[src/rtl/balance_cntrl_pipe.sv]
// rtl/balance_cntrl_pipe.sv - PID balance controller with soft start, steering mix and pipelined outputs.
// Optional macro SPD_SLEW_EN limits each output step to +/-64 LSB.
module balance_cntrl_pipe #(
    parameter int SPD_W        = 12,
    parameter int PIPE_STG     = 2,
    parameter int FAST_SIM     = 0,
    parameter int TOO_FAST_LIM = 1536,
    parameter int TF_CNT       = 4
) (
    input  logic                    clk,
    input  logic                    rst,
    input  logic                    vld,
    input  logic signed [15:0]      ptch,
    input  logic signed [15:0]      ptch_rt,
    input  logic                    pwr_up,
    input  logic                    rider_off,
    input  logic        [11:0]      steer_pot,
    input  logic                    en_steer,
    output logic signed [SPD_W-1:0] lft_spd,
    output logic signed [SPD_W-1:0] rght_spd,
    output logic                    too_fast,
    output logic                    out_vld
);
    localparam int SMAX = (1 << (SPD_W - 1)) - 1;
    localparam int SMIN = -(1 << (SPD_W - 1));
    localparam int ISH  = (FAST_SIM != 0) ? 2 : 6;

    function automatic logic signed [31:0] clip(input logic signed [31:0] v, input int lo, input int hi);
        if (v > hi) return hi;
        if (v < lo) return lo;
        return v;
    endfunction

    logic signed [17:0]      integ;
    logic signed [SPD_W-1:0] pid_cntrl;
    logic                    pid_vld;
    logic        [7:0]       prescaler;
    logic        [7:0]       ss_tmr;
    logic        [3:0]       tf_cnt;

    logic signed [9:0]       ptch_sat;
    logic signed [31:0]      p_term;
    logic signed [11:0]      i_term;
    logic signed [11:0]      d_term;

    always_comb begin
        ptch_sat = 10'(clip(32'(ptch), -512, 511));
        p_term   = 5 * 32'(ptch_sat);
        d_term   = 12'(clip(-(32'(ptch_rt) >>> 6), -2048, 2047));
        i_term   = 12'(clip(32'(integ) >>> ISH, -2048, 2047));
    end

    // PID sum uses the integrator value from before this sample's accumulation.
    always_ff @(posedge clk or posedge rst) begin
        if (rst) begin
            integ     <= '0;
            pid_cntrl <= '0;
            pid_vld   <= 1'b0;
            prescaler <= '0;
            ss_tmr    <= '0;
        end else begin
            pid_vld <= vld;
            if (vld)
                pid_cntrl <= SPD_W'(clip(p_term + 32'(i_term) + 32'(d_term), SMIN, SMAX));
            if (rider_off || !pwr_up)
                integ <= '0;
            else if (vld)
                integ <= 18'(clip(32'(integ) + 32'(ptch_sat), -131072, 131071));
            if (!pwr_up) begin
                prescaler <= '0;
                ss_tmr    <= '0;
            end else begin
                prescaler <= prescaler + 8'd1;
                if (((FAST_SIM != 0) || (prescaler == 8'hFF)) && (ss_tmr != 8'hFF))
                    ss_tmr <= ss_tmr + 8'd1;
            end
        end
    end

    logic signed [31:0]      scaled;
    logic signed [31:0]      steer_offs;
    logic signed [SPD_W-1:0] math_l;
    logic signed [SPD_W-1:0] math_r;

    always_comb begin
        scaled     = (32'(pid_cntrl) * $signed({24'd0, ss_tmr})) >>> 8;
        steer_offs = ($signed({20'd0, steer_pot}) - 32'sd2047) >>> 3;
        if (!pwr_up) begin
            math_l = '0;
            math_r = '0;
        end else if (en_steer) begin
            math_l = SPD_W'(clip(scaled + steer_offs, SMIN, SMAX));
            math_r = SPD_W'(clip(scaled - steer_offs, SMIN, SMAX));
        end else begin
            math_l = SPD_W'(scaled);
            math_r = SPD_W'(scaled);
        end
    end

    logic signed [SPD_W-1:0] pre_l;
    logic signed [SPD_W-1:0] pre_r;
    logic                    pre_v;

    // Stages ahead of the final output register; the final stage is always present.
    generate
        if (PIPE_STG == 1) begin : g_nopipe
            assign pre_l = math_l;
            assign pre_r = math_r;
            assign pre_v = pid_vld;
        end else begin : g_pipe
            logic signed [SPD_W-1:0] dl [PIPE_STG-1];
            logic signed [SPD_W-1:0] dr [PIPE_STG-1];
            logic                    dv [PIPE_STG-1];
            always_ff @(posedge clk or posedge rst) begin
                if (rst) begin
                    for (int i = 0; i < PIPE_STG - 1; i++) begin
                        dl[i] <= '0;
                        dr[i] <= '0;
                        dv[i] <= 1'b0;
                    end
                end else begin
                    dl[0] <= math_l;
                    dr[0] <= math_r;
                    dv[0] <= pid_vld;
                    for (int i = 1; i < PIPE_STG - 1; i++) begin
                        dl[i] <= dl[i-1];
                        dr[i] <= dr[i-1];
                        dv[i] <= dv[i-1];
                    end
                end
            end
            assign pre_l = dl[PIPE_STG-2];
            assign pre_r = dr[PIPE_STG-2];
            assign pre_v = dv[PIPE_STG-2];
        end
    endgenerate

`ifdef SPD_SLEW_EN
    function automatic logic signed [SPD_W-1:0] slew(input logic signed [SPD_W-1:0] tgt,
                                                     input logic signed [SPD_W-1:0] prev);
        logic signed [31:0] d;
        d = 32'(tgt) - 32'(prev);
        if (d > 64) return prev + SPD_W'(64);
        if (d < -64) return prev - SPD_W'(64);
        return tgt;
    endfunction
`endif

    logic signed [SPD_W-1:0] fin_l;
    logic signed [SPD_W-1:0] fin_r;
    logic                    over;

    always_comb begin
`ifdef SPD_SLEW_EN
        fin_l = pwr_up ? slew(pre_l, lft_spd) : pre_l;
        fin_r = pwr_up ? slew(pre_r, rght_spd) : pre_r;
`else
        fin_l = pre_l;
        fin_r = pre_r;
`endif
        over = (((fin_l < 0) ? -32'(fin_l) : 32'(fin_l)) > TOO_FAST_LIM) ||
               (((fin_r < 0) ? -32'(fin_r) : 32'(fin_r)) > TOO_FAST_LIM);
    end

    // too_fast is judged on the sample being loaded so it changes with out_vld.
    always_ff @(posedge clk or posedge rst) begin
        if (rst) begin
            lft_spd  <= '0;
            rght_spd <= '0;
            out_vld  <= 1'b0;
            too_fast <= 1'b0;
            tf_cnt   <= '0;
        end else begin
            out_vld <= pre_v;
            if (pre_v) begin
                lft_spd  <= fin_l;
                rght_spd <= fin_r;
                if (over != too_fast) begin
                    if (tf_cnt == 4'(TF_CNT - 1)) begin
                        too_fast <= ~too_fast;
                        tf_cnt   <= '0;
                    end else begin
                        tf_cnt <= tf_cnt + 4'd1;
                    end
                end else begin
                    tf_cnt <= '0;
                end
            end
        end
    end
endmodule

[config.mk]
export PLATFORM = sky130hd
export DESIGN_NAME = balance_cntrl_pipe
export DESIGN_NICKNAME = d
export VERILOG_FILES = /design/src/rtl/balance_cntrl_pipe.sv
export SDC_FILE = /design/constraint.sdc
export NUM_CORES = 1
export LEC_CHECK = 0
export BUFFER_PORTS_ARGS = -buffer_cell sky130_fd_sc_hd__buf_2
export CAP_MARGIN = 10
export CORE_ASPECT_RATIO = 0.75
export CORE_MARGIN = 2
export CORE_UTILIZATION = 60
export DETAILED_ROUTE_END_ITERATION = 16
export GPL_TIMING_DRIVEN = 0
export MAX_ROUTING_LAYER = met4
export PLACE_DENSITY_LB_ADDON = 0.1
export SKIP_CTS_REPAIR_TIMING = 1
export SYNTH_ARGS = -nofsm -noshare
export SYNTH_HDL_FRONTEND = slang
export SYNTH_SLANG_ARGS = --single-unit
export TNS_END_PERCENT = 50
[constraint.sdc]
create_clock -name clk -period 8.9 [get_ports clk]
set_input_delay 1.335 -clock clk [delete_from_list [all_inputs] [get_ports clk]]
set_output_delay 1.335 -clock clk [all_outputs]
set_load 0.01 [all_outputs]
==> results.py <==
metrics = {
    "status": {
        "status": "finished clean",
    },
    "yosys": {
        "yosys.area.top_type": "dfrtp_1",
        "yosysMostFrequentCell": "inv_1",
        "synth.area.top_cells": "dfrtp_1 (21%), fa_1 (17%), ha_1 (12%), inv_1 (7.1%), a21oi_1 (3.7%)",
        "synth_warnings": 0,
        "ys_types": 90,
        "synth_seq_cells": 102,
        "syn_inst": 1384,
        "syn_avg_cell_area_um2": 8.856,
        "mappedNetlistArea_um2": 12260,
        "ys.flop_type": "dfrtp_1",
        "synthArstFlopShare": 1.000,
        "synth_edf_count": 0,
        "syn_nets": 1658,
        "yosys.area.top_type_share": 0.2082,
        "synthTopCellsByCount": "inv_1 (231), ha_1 (122), nand2_1 (105)",
        "synth-seq-area-share": 0.2082,
    },
    "floorplanning": {
        "die_w_um": 169.0,
        "initial_core_util": 0.6081,
        "row_count": 45,
        "core_area_um2": 20160,
        "fp.dieArea_um2": 21600,
        "top_level_ports": 76,
        "die_h_um": 127.8,
    },
    "cells_and_area": {
        "multi_input_area_um2": 8641,
        "post-route-util": 0.6580,
        "diodes": 0,
        "areaGrowthSynthToFinish_pct": 8.218,
        "finalNonFillerCells": 1728,
        "fillers": 1708,
        "seqCellArea_um2": 2552,
        "layout-drive-gt1-share": 0.1088,
        "postLayoutCellArea_um2": 13260,
        "nets": 1739,
    },
    "grt": {
        "grt_antenna_before_repair": 1,
        "overflow": 0,
        "grt_util_all_layers": 0.2878,
        "grt_pass1_wl_mm": 47.78,
        "grt_pass1_vias": 9312,
        "grt_start_max_net_pins": 68,
    },
    "timing": {
        "hold_viol_final": 0,
        "worst_slack_ps": 365.2,
        "fin_crit_sh": 0.9590,
        "skew_ps": 12.31,
        "slew-limit-headroom": 0.5100,
        "tightest_slew_ps": 735.0,
        "rsz0062_at_grt": "no",
        "setup_violations": 0,
        "drv_slew": 0,
        "finalWorstPathRequiredPeriod_ps": 8535,
        "finalSetupTns_ps": 0,
        "clock.fmax_mhz": 117.2,
        "fin_hold_ws_ps": 358.2,
    },
    "run": {
        "cap_viol_max_count": 0,
    },
    "power_and_ir_drop": {
        "peakVddDrop_uv": 82.65,
        "pwr_density_cell_nw_per_um2": 123.8,
        "power_mw": 1.642,
        "p_leak_nw": 6.711,
    },
    "clocking": {
        "h-tree-depth": 3,
        "cts_buffers": 9,
        "worstSkewPairLatency_ps": 360,
        "clock_path_buffers": 2,
        "clk_root_buffer_cell": "clkbuf_16",
        "clk_pin_slew_worst_paths_ps": 80,
        "cts_tree": "done",
        "cts.sinks": 102,
    },
    "routing": {
        "routed_via_density": 5.750,
        "drc": 0,
        "wirelength_mm": 29.15,
        "wl_per_cell_um": 16.87,
        "num_vias": 9936,
        "postRouteAntennaNets": 0,
        "dr.pass1.iters": 5,
        "drt_iter0_markers": 695,
    },
    "setup_path": {
        "timing.rr.end": "fin_r[10]$_DFF_PP0_",
        "critPathMaxStageDelay_ps": 590,
        "start_kind": "primary input",
        "crit-reg2reg-launch": "ss_tmr[2]$_DFFE_PP0P_",
        "r2r_slack_ps": 800,
        "crit_fanout": 10,
        "r2r_cells": 26,
        "cp_data_required_time_ps": 9200,
        "arrival_ps": 8840,
        "crit_type": "primary input to register",
        "end_kind": "register",
        "cp_slowest_cell": "fa_1",
    },
    "min_path": {
        "hp-start": "pid_vld$_DFF_PP0_",
        "hold_depth": 0,
        "hold-path-endpoint": "g_pipe.dv$_DFF_PP0_",
        "min_path_type": "register to register",
    },
    "placement": {
        "placed_cells": 1712,
        "globalplace.congestion": 0.9394,
        "place_worst_setup_slack_ps": -246.3,
        "place_area_um2": 12950,
        "detailed_place_hpwl_mm": 23.65,
        "port_buffers": 69,
    },
}
==> report_power, final <==
part	switching, mW	internal, mW	total, mW
combinational	0.383	0.284	0.667
sequential	0.0607	0.517	0.578
clock	0.199	0.199	0.398
total	0.643	1.00	1.64
==> flip-flops by register name, summed over array words and instances (netlist names) <==
register	cells
g_pipe.dv	1
prescaler	8
integ	18
lft_spd	12
pid_cntrl	12
rght_spd	12
too_fast	1
pid_vld	1
ss_tmr	8
fin_l	12
fin_r	12
out_vld	1
tf_cnt	4
==> layout by cell type, fill, tap and decap left out, drive strengths merged, types with 29 or more instances in the layout <==
cell and n:
inv 237, ha 122, xnor2 45, clkbuf 45
xor2 38, fa 102, a21oi 91, buf 81
nor2 71, and2 56, nand2 105, dfrtp 102
o21ai 57, mux2 29
==> cells by family (layout without fill, tap and decap cells) <==
logic type,count (synthesis),after routing,synth area share
compound gates,297,297,0.1665
xor+xnor,83,83,0.05931
fa+ha+maj,224,224,0.2911
buf+inv,280,366,0.08799
flops,102,102,0.2082
mux,33,33,0.03022
simple gates,365,365,0.1566
==> worst max-delay path, delay by kind of cell <==
family                   cells  cell delay [ps]
AO/OA/AOI/OAI                6             1280
buffers and inverters        7              760
XOR/XNOR                     1              260
AND/OR/NAND/NOR             11             3070
adder cells (fa/ha/maj)      6             2100
==> per-layer routing <==
| metal | share of wire | vias up | routed length (µm) | GRT usage |
|---|---|---|---|---|
| met5 | 0 | - | 0 | - |
| li1 | - | 4822 | - | - |
| met1 | 0.52 | 4843 | 15030 | 0.4441 |
| met2 | 0.40 | 248 | 11750 | 0.3809 |
| met3 | 0.071 | 23 | 2068 | 0.07070 |
| met4 | 0.010 | 0 | 304 | 0.05480 |
==> cell type report <==
type	count	area share
clock buffers	10	0.01726
inverters	234	0.06641
flip-flops and latches	102	0.1924
multi-input cells	1002	0.6514
clock inverters	6	0.004622
repair buffers	70	0.02811
plain buffers	46	0.01538
well taps	258	0.02434
==> how the worst max path moves through the flow <==
stage,startpoint,to,slack [ps],cells past startpoint
5_1_grt,ptch_rt[6],pid_cntrl[9]$_DFFE_PP0P_,10,31
3_5_place_dp,ptch_rt[6],pid_cntrl[2]$_DFFE_PP0P_,-250,31
6_report,ptch_rt[6],pid_cntrl[4]$_DFFE_PP0P_,370,31
2_1_floorplan,ptch_rt[6],pid_cntrl[0]$_DFFE_PP0P_,730,30
3_3_place_gp,ptch_rt[6],pid_cntrl[1]$_DFFE_PP0P_,-80,31
4_1_cts,ptch_rt[6],pid_cntrl[2]$_DFFE_PP0P_,120,31
Power figures use the tool's default switching activity.
